File: config.mk
export PLATFORM = sky130hd
export DESIGN_NAME = sentinel_attempt_guard_flat
export DESIGN_NICKNAME = d
export VERILOG_FILES = /design/src/rtl/sentinel_attempt_guard_if.sv /design/src/rtl/sentinel_attempt_guard.sv /design/src/flat_wrapper.sv
export SDC_FILE = /design/constraint.sdc
export NUM_CORES = 1
export LEC_CHECK = 0
export ABC_AREA = 1
export CORE_UTILIZATION = 45
export DETAILED_ROUTE_END_ITERATION = 16
export SYNTH_ARGS = -nofsm -noshare
export SYNTH_HDL_FRONTEND = slang
export SYNTH_SLANG_ARGS = --single-unit
File: constraint.sdc
create_clock -name clk -period 1.6 [get_ports clk]
set_input_delay 0.16 -clock clk [delete_from_list [all_inputs] [get_ports clk]]
set_output_delay 0.16 -clock clk [all_outputs]
set_load 0.005 [all_outputs]
File: src/rtl/sentinel_attempt_guard_if.sv
// Bundle of the key/submit inputs and the guard status outputs shared between
// the attempt guard and whatever drives it (board glue, comparator, bench).
interface sentinel_attempt_guard_if;
    logic       ena;
    logic [7:0] key_raw;
    logic       submit_raw;
    logic       match;
    logic [7:0] key_q;
    logic       key_valid;
    logic       unlocked;
    logic       locked_out;
    logic [1:0] fail_count;
    logic [1:0] state;

    modport master (
        output ena, key_raw, submit_raw, match,
        input  key_q, key_valid, unlocked, locked_out, fail_count, state
    );

    modport slave (
        input  ena, key_raw, submit_raw, match,
        output key_q, key_valid, unlocked, locked_out, fail_count, state
    );
endinterface

File: src/rtl/sentinel_attempt_guard.sv
// Keypad attempt guard: synchronizes and debounces a DIP key and submit button,
// checks submitted keys against an external comparator and locks out after repeated failures.
module sentinel_attempt_guard #(
    parameter int DEBOUNCE_CYCLES = 16,
    parameter int MAX_FAILS       = 3,
    parameter int LOCKOUT_CYCLES  = 1024
) (
    input logic                      clk,
    input logic                      rst_n,
    sentinel_attempt_guard_if.slave  bus
);

    typedef enum logic [1:0] {
        IDLE     = 2'd0,
        CHECK    = 2'd1,
        UNLOCKED = 2'd2,
        LOCKOUT  = 2'd3
    } state_t;

    localparam int                   CNT_W      = $clog2(DEBOUNCE_CYCLES + 1);
    localparam logic [CNT_W-1:0]     DEB_MAX    = CNT_W'(DEBOUNCE_CYCLES);
    localparam int                   TIMER_W    = (LOCKOUT_CYCLES > 1) ? $clog2(LOCKOUT_CYCLES) : 1;
    localparam logic [TIMER_W-1:0]   TIMER_LOAD = TIMER_W'(LOCKOUT_CYCLES - 1);
    localparam logic [1:0]           FAIL_LIMIT = 2'(MAX_FAILS);

    logic [7:0]         key_sync1, key_sync2, key_prev, key_stable;
    logic               sub_sync1, sub_sync2, sub_prev, sub_stable, sub_stable_d;
    logic [CNT_W-1:0]   key_cnt, sub_cnt;
    logic               submit_pulse;

    state_t             state_q, state_d;
    logic [7:0]         key_q_r, key_q_d;
    logic [1:0]         fail_q, fail_d;
    logic [TIMER_W-1:0] timer_q, timer_d;

    // Stable copies only load once the value has also matched on the current cycle,
    // so the first edge after a long quiet period cannot slip through a saturated counter.
    always_ff @(posedge clk) begin
        if (!rst_n) begin
            key_sync1    <= '0;
            key_sync2    <= '0;
            key_prev     <= '0;
            key_stable   <= '0;
            key_cnt      <= '0;
            sub_sync1    <= 1'b0;
            sub_sync2    <= 1'b0;
            sub_prev     <= 1'b0;
            sub_stable   <= 1'b0;
            sub_stable_d <= 1'b0;
            sub_cnt      <= '0;
        end else if (bus.ena) begin
            key_sync1 <= bus.key_raw;
            key_sync2 <= key_sync1;
            key_prev  <= key_sync2;
            if (key_sync2 != key_prev)
                key_cnt <= '0;
            else if (key_cnt != DEB_MAX)
                key_cnt <= key_cnt + 1'b1;
            if (key_cnt == DEB_MAX && key_sync2 == key_prev)
                key_stable <= key_sync2;

            sub_sync1 <= bus.submit_raw;
            sub_sync2 <= sub_sync1;
            sub_prev  <= sub_sync2;
            if (sub_sync2 != sub_prev)
                sub_cnt <= '0;
            else if (sub_cnt != DEB_MAX)
                sub_cnt <= sub_cnt + 1'b1;
            if (sub_cnt == DEB_MAX && sub_sync2 == sub_prev)
                sub_stable <= sub_sync2;
            sub_stable_d <= sub_stable;
        end
    end

    assign submit_pulse = sub_stable & ~sub_stable_d;

    always_ff @(posedge clk) begin
        if (!rst_n) begin
            state_q <= IDLE;
            key_q_r <= '0;
            fail_q  <= '0;
            timer_q <= '0;
        end else if (bus.ena) begin
            state_q <= state_d;
            key_q_r <= key_q_d;
            fail_q  <= fail_d;
            timer_q <= timer_d;
        end
    end

    // Submit pulses outside IDLE fall through the defaults and are simply lost.
    always_comb begin
        state_d = state_q;
        key_q_d = key_q_r;
        fail_d  = fail_q;
        timer_d = timer_q;
        case (state_q)
            IDLE: begin
                if (submit_pulse) begin
                    key_q_d = key_stable;
                    state_d = CHECK;
                end
            end
            CHECK: begin
                if (bus.match) begin
                    fail_d  = '0;
                    state_d = UNLOCKED;
                end else begin
                    fail_d = fail_q + 2'd1;
                    if (fail_q + 2'd1 == FAIL_LIMIT) begin
                        state_d = LOCKOUT;
                        timer_d = TIMER_LOAD;
                    end else begin
                        state_d = IDLE;
                    end
                end
            end
            UNLOCKED: begin
                if (key_stable != key_q_r)
                    state_d = IDLE;
            end
            LOCKOUT: begin
                if (timer_q == '0) begin
                    state_d = IDLE;
                    fail_d  = '0;
                end else begin
                    timer_d = timer_q - 1'b1;
                end
            end
            default: state_d = IDLE;
        endcase
    end

    assign bus.key_q      = key_q_r;
    assign bus.key_valid  = (state_q == CHECK);
    assign bus.unlocked   = (state_q == UNLOCKED);
    assign bus.locked_out = (state_q == LOCKOUT);
    assign bus.fail_count = fail_q;
    assign bus.state      = state_q;

endmodule

File: src/flat_wrapper.sv
// flat-port wrapper written by rule: the top's interface ports become plain ports
module sentinel_attempt_guard_flat 
#(
    parameter int DEBOUNCE_CYCLES = 16,
    parameter int MAX_FAILS       = 3,
    parameter int LOCKOUT_CYCLES  = 1024
)
  (clk, rst_n, bus_ena, bus_key_raw, bus_submit_raw, bus_match, bus_key_q, bus_key_valid, bus_unlocked, bus_locked_out, bus_fail_count, bus_state);
  sentinel_attempt_guard_if bus_i ();
  input logic clk;
  input logic rst_n;
  input wire logic [$bits(bus_i.ena)-1:0] bus_ena;
  input wire logic [$bits(bus_i.key_raw)-1:0] bus_key_raw;
  input wire logic [$bits(bus_i.submit_raw)-1:0] bus_submit_raw;
  input wire logic [$bits(bus_i.match)-1:0] bus_match;
  output wire logic [$bits(bus_i.key_q)-1:0] bus_key_q;
  output wire logic [$bits(bus_i.key_valid)-1:0] bus_key_valid;
  output wire logic [$bits(bus_i.unlocked)-1:0] bus_unlocked;
  output wire logic [$bits(bus_i.locked_out)-1:0] bus_locked_out;
  output wire logic [$bits(bus_i.fail_count)-1:0] bus_fail_count;
  output wire logic [$bits(bus_i.state)-1:0] bus_state;
  assign bus_i.ena = bus_ena;
  assign bus_i.key_raw = bus_key_raw;
  assign bus_i.submit_raw = bus_submit_raw;
  assign bus_i.match = bus_match;
  assign bus_key_q = bus_i.key_q;
  assign bus_key_valid = bus_i.key_valid;
  assign bus_unlocked = bus_i.unlocked;
  assign bus_locked_out = bus_i.locked_out;
  assign bus_fail_count = bus_i.fail_count;
  assign bus_state = bus_i.state;
  sentinel_attempt_guard #(.DEBOUNCE_CYCLES(DEBOUNCE_CYCLES), .MAX_FAILS(MAX_FAILS), .LOCKOUT_CYCLES(LOCKOUT_CYCLES)) u_core (.clk(clk), .rst_n(rst_n), .bus(bus_i));
endmodule
Word level (Yosys, flattened, before mapping). Cells that the tools add are included.

Logic and storage cells: 71. Bits in read-only memories: 0. Bits in latches: 0. Bits of input ports: 13. Output and inout port bits: 15. Bits in writable memories: 0. Flip-flop bits (word level): 69. Memories: 0.

Bitwise logic cells: 2. Reduce and logical (&&, ||, !) cells: 15. Shifts and indexed selects: 0. Divide/modulo/power cells: 0. Eq/ne operators: 19. Multipliers: 0. Add/sub/neg operators: 4. Magnitude comparators: 0. Multiplexer cells: 16.

Operators with widths (count): 2-to-1 mux 10 bit (3); 2-to-1 mux 5 bit (4); case mux 10 bit (2 select lines) (1); != test 8 bit (2); 2-to-1 mux 2 bit (6); adder 5 x 1 -> 5 bit, second input constant (2); == test 5 bit, second input constant (2); logical NOT 10 bit (1); != test 5 bit, second input constant (2); subtractor 10 x 1 -> 10 bit, second input constant (1); == test 8 bit (1); != test 2 x 1 -> 1 bit, second input constant (4); case mux 2 bit (4 select lines) (1); AND reduction 2 bit (4); == test 2 bit, second input constant (3); AND reduction 3 bit (2); nonzero test 2 bit (3); AND reduction 5 bit (1); != test 2 bit, second input constant (2); case mux 2 bit (2 select lines) (1); AND reduction 4 bit (1); adder 2 x 1 -> 2 bit, second input constant (1); == test 2 x 1 -> 1 bit, second input constant (1); logical AND 1 bit (2); other kinds (5) (5).

Longest topological paths before layout.
Depth after elaboration: 5. Mapped depth: 11. Depth with buffers taken out: 11.

Worst setup path before layout. No wires, ideal clock.

Path kind: register to register. From: reg u_core.timer_q[0]. To: reg u_core.fail_q[1], in the netlist u_core.bus.fail_count[1]. Required time: 1.485 ns. Arrival: 1.356 ns. Setup slack: 0.130 ns. Cell stages (with the launch flop): 11. Path buffers: 0. Cells stage by stage: dfxtp_1 > inv_1 > ha_1 > nand2_2 > nor2_4 > nand3_1 > nand2_1 > nand3_1 > nand2_1 > o21ai_0 > and2_1.

Cells in the longest elaborated chain, start to end: 3.

RTL lines: start: declaration (RTL line sentinel_attempt_guard.sv:34) `logic [TIMER_W-1:0] timer_q, timer_d;`; start signal: assignment (RTL line sentinel_attempt_guard.sv:87) `timer_q <= timer_d;`; logical NOT 10 bit (RTL line sentinel_attempt_guard.sv:123) `if (timer_q == '0) begin`; != test 2 x 1 -> 1 bit (no source line); AND reduction 3 bit (no source line); end signal: assignment (RTL line sentinel_attempt_guard.sv:86) `fail_q <= fail_d;`; end: declaration (RTL line sentinel_attempt_guard.sv:33) `logic [1:0] fail_q, fail_d;`.

No other way between the ends. A chain may end at the register's enable or synchronous reset.

Worst setup path after layout.
From: reg u_core.timer_q[1]. To: reg u_core.timer_q[1].

Cells in the longest elaborated chain, start to end: 3. Elaborated cells on any way between the ends: 6. Those cells by class: 1 x add/sub; 1 x eq/ne; 2 x mux; 2 x reduce/logical.

RTL lines (RTL line): subtractor 10 x 1 -> 10 bit / logical NOT 10 bit (equally long branches) (sentinel_attempt_guard.sv:127, sentinel_attempt_guard.sv:123); 2-to-1 mux 10 bit / != test 2 bit (equally long branches); case mux 10 bit (2 select lines) / AND reduction 5 bit (equally long branches).

Several ways; a longest one is shown, not always the timed one. The select of a mux whose other input is x is not followed.

==> flow_summary.json <==
{
  "status": "finished clean",
  "gp_congestion": 0.796,
  "seqPwrFrac": 0.509,
  "grt_pass1_vias": 2911,
  "ys_top_cells_by_area": "dfxtp_1 (41%), nand2_1 (11%), nor2_1 (7.6%), a21oi_1 (7.2%), o21ai_0 (6.8%)",
  "holdPathStages": 3,
  "grt_util_met3": 0.0485,
  "row_count": 31,
  "synth_nets": 508,
  "core_sq_um": 7290,
  "ff_latch_area_sq_um": 1390,
  "ios": 28,
  "cp_max_fo": 8,
  "grt_pass1_wl_um": 13000,
  "powerDensity_nw_per_um2": 841,
  "setup_viol": 0,
  "nNetsFinal": 555,
  "hpwl_um": 5390,
  "rsz0062_at_grt": "true",
  "hold_path_class": "primary input to flip-flop",
  "clk_latency_ns": 0.35,
  "internal_power_mw": 2.64,
  "wl_per_cell_um": 11.7,
  "skew_ns": 0.00967,
  "syn_avg_cell_area_sq_um": 6.94,
  "asyncSetResetFlopFracSynth": 0,
  "crit_required_ns": 1.84,
  "start_util": 0.466,
  "drc": 0,
  "fin_crit_sh": 0.982,
  "whs_endpoint": "u_core.key_sync1[3]$_SDFFE_PN0P_",
  "grt_use_met1": 0.272,
  "synth_top_area_cell": "dfxtp_1",
  "clock.fmax_ghz": 0.636,
  "p_switching_mw": 0.902,
  "via_count": 3133,
  "drt_pass1_iterations": 4,
  "yosysWarnings": 0,
  "reg2reg_depth": 10,
  "swShare": 0.254,
  "synth_flop_cell": "dfxtp_1",
  "cp-start-kind": "flip-flop",
  "die_area_sq_um": 7900,
  "antenna_cells": 0,
  "ant_nets": 0,
  "comb_power_share": 0.085,
  "maxCapViolations": 0,
  "arrival_ns": 1.81,
  "synthDistinctLibCells": 30,
  "synth_cells": 489,
  "clock_sinks": 69,
  "cts_buffers": 9,
  "fillers": 747,
  "utilization": 0.578,
  "overflow": 0,
  "htreeDepth": 3,
  "clk_pin_slew_ns": 0.08,
  "hp-start": "bus_key_raw[3]",
  "die_w_um": 88.9,
  "clock_path_buffers": 2,
  "synth_area_sq_um": 3400,
  "busiest_layer": "met2",
  "viasPerCell": 4.90,
  "finalCriticalPeriod_ns": 1.57,
  "ys_seq_area_frac": 0.407,
  "multi_input_area_sq_um": 1780,
  "grt_max_degree": 26,
  "tightestPinTransition_ns": 0.775,
  "clock_power_share": 0.406,
  "regToRegEndpoint": "u_core.timer_q[1]$_SDFFE_PN0P_",
  "rrSetupSlack_ns": 0.03,
  "drt_wl_total_um": 7490,
  "timing.slew.headroom": 0.483,
  "r2r_start": "u_core.timer_q[1]$_SDFFE_PN0P_",
  "cp-end-kind": "flip-flop",
  "grtUsageTotal": 0.215,
  "synth_top_area_share": 0.407,
  "cts_tree": "done",
  "p_leak_nw": 1.76,
  "io_buffer_count": 27,
  "hold_viol_final": 0,
  "cts_root_buf": "clkbuf_8",
  "antenna_found_initial": 0,
  "dr.first_iter.drc_count": 99,
  "die_y_um": 88.9,
  "ir_drop_uv": 591,
  "drv_slew": 0,
  "path_class": "flip-flop to flip-flop",
  "areaGrowthSynthToFinish_pct": 24.1,
  "synth-seq-cells": 69,
  "hold_ws_ns": 0.390,
  "gr-usage-met2": 0.355,
  "synth-edff-count": 0,
  "drive_gt1_frac": 0.135
}
[state kept, by name, summed over array words and instances (netlist names), 2 cells and up]
name	cells
u_core.bus.fail_count	2
u_core.bus.key_q	8
u_core.bus.state	2
u_core.key_cnt	5
u_core.key_prev	8
u_core.key_stable	8
u_core.key_sync1	8
u_core.key_sync2	8
u_core.sub_cnt	5
u_core.timer_q	10
[synthesized netlist by cell type, types with 5 or more instances]
master / number
nand3_1: 25
nor2_1: 69
nand4_1: 14
nor3_1: 5
dfxtp_1: 69
inv_1: 58
xor2_1: 9
nand2_1: 95
ha_1: 6
a21oi_1: 49
clkbuf_1: 13
xnor2_1: 5
o21ai_0: 46
[layout make-up]
cell class / count / area share
clock buffers: 10 / 0.0327
clock inverters: 6 / 0.0149
inverters: 60 / 0.0546
multi-input cells: 343 / 0.422
flip-flops and latches: 69 / 0.331
well taps: 99 / 0.0294
repair buffers: 53 / 0.116
[cell usage in the layout, fill, tap and decap left out, drive strengths merged]
cell and n:
nand4 14, bufinv 1, nor2 73, ha 6, clkinvlp 3, o21ai 46
dlymetal6s2s 2, a211oi 2, clkdlybuf4s50 25, dfxtp 69, a21oi 50, buf 26
nand2 98, nand3b 2, a31oi 2, clkinv 4, nor3 5, clkbuf 10
o211ai 2, inv 58, xnor2 5, and2 1, nand3 28, xor2 9
[kinds of logic after synthesis]
family	count (synthesis)	synth area share
AOI/OAI and AO/OA	102	0.157
xor gates and xnor gates	14	0.0361
adders and majority gates	6	0.0221
buffers and inverters	77	0.0895
DFF	69	0.407
and+or+nand+nor	221	0.288
[power groups by stage]
stage | combinational (mW) | sequential [mW] | clock (mW)
after floorplan | 0.205 | 1.84 | 0
after global placement | 0.288 | 1.85 | 0
after detailed placement | 0.292 | 1.85 | 0
after CTS | 0.294 | 1.81 | 1.48
after global routing | 0.356 | 1.81 | 1.57
final | 0.301 | 1.80 | 1.44
[how the worst max path moves through the flow]
stage                                        start                                     to  slack [ns]  cells after the start
global route        u_core.timer_q[1]$_SDFFE_PN0P_         u_core.timer_q[7]$_SDFFE_PN0P_       -0.05                     11
CTS                 u_core.timer_q[1]$_SDFFE_PN0P_         u_core.timer_q[7]$_SDFFE_PN0P_        0.02                     11
finish              u_core.timer_q[1]$_SDFFE_PN0P_         u_core.timer_q[1]$_SDFFE_PN0P_        0.03                     10
floorplan           u_core.timer_q[0]$_SDFFE_PN0P_  u_core.bus.fail_count[1]$_SDFFE_PN0P_        0.13                     10
detailed placement                         bus_ena      u_core.key_stable[7]$_SDFFE_PN0P_       -0.08                      5
global placement                           bus_ena         u_core.timer_q[5]$_SDFFE_PN0P_       -0.02                      7
[worst max-delay path, stage by stage, from the launching register on]
cell     delay [ns]
dfxtp_2        0.33
inv_2          0.07
ha_4           0.14
nand2_4        0.06
nor2_4         0.16
nand2_2        0.10
nor2_4         0.15
nand3_4        0.14
nand2_4        0.14
buf_4          0.12
a21oi_1        0.05
[layer usage]
| metal | part of all wire | vias up |
|---|---|---|
| met5 | 0 | - |
| met4 | 0.017 | 0 |
| met3 | 0.030 | 10 |
| met2 | 0.47 | 44 |
| met1 | 0.48 | 1399 |
| li1 | - | 1680 |
[metrics by stage]
| step | setup WS [ns] | area [sq um] | power [mW] | std cells | TNS [ns] |
|---|---|---|---|---|---|
| floorplan | 0.130 | 3400 | 2.04 | 489 | 0 |
| global placement | -0.0234 | 3870 | 2.13 | 618 | -0.211 |
| detailed placement | -0.0755 | 3870 | 2.14 | 618 | -0.785 |
| CTS | 0.0151 | 4090 | 3.58 | 635 | 0 |
| global route | -0.0542 | 4210 | 3.73 | 640 | -0.287 |
| finish | 0.0288 | 4210 | 3.55 | 640 | 0 |
[timing repair]
item | CTS | global route
buffers inserted | 1 | 5
hold buffers | 0 | 0
endpoints found under the setup margin | 3 | 27
resized for setup | 6 | 24
pin swaps | 1 | 6
cloned | 0 | 0
hold endpoints to repair | 0 | 0
Power figures use the tool's default switching activity.
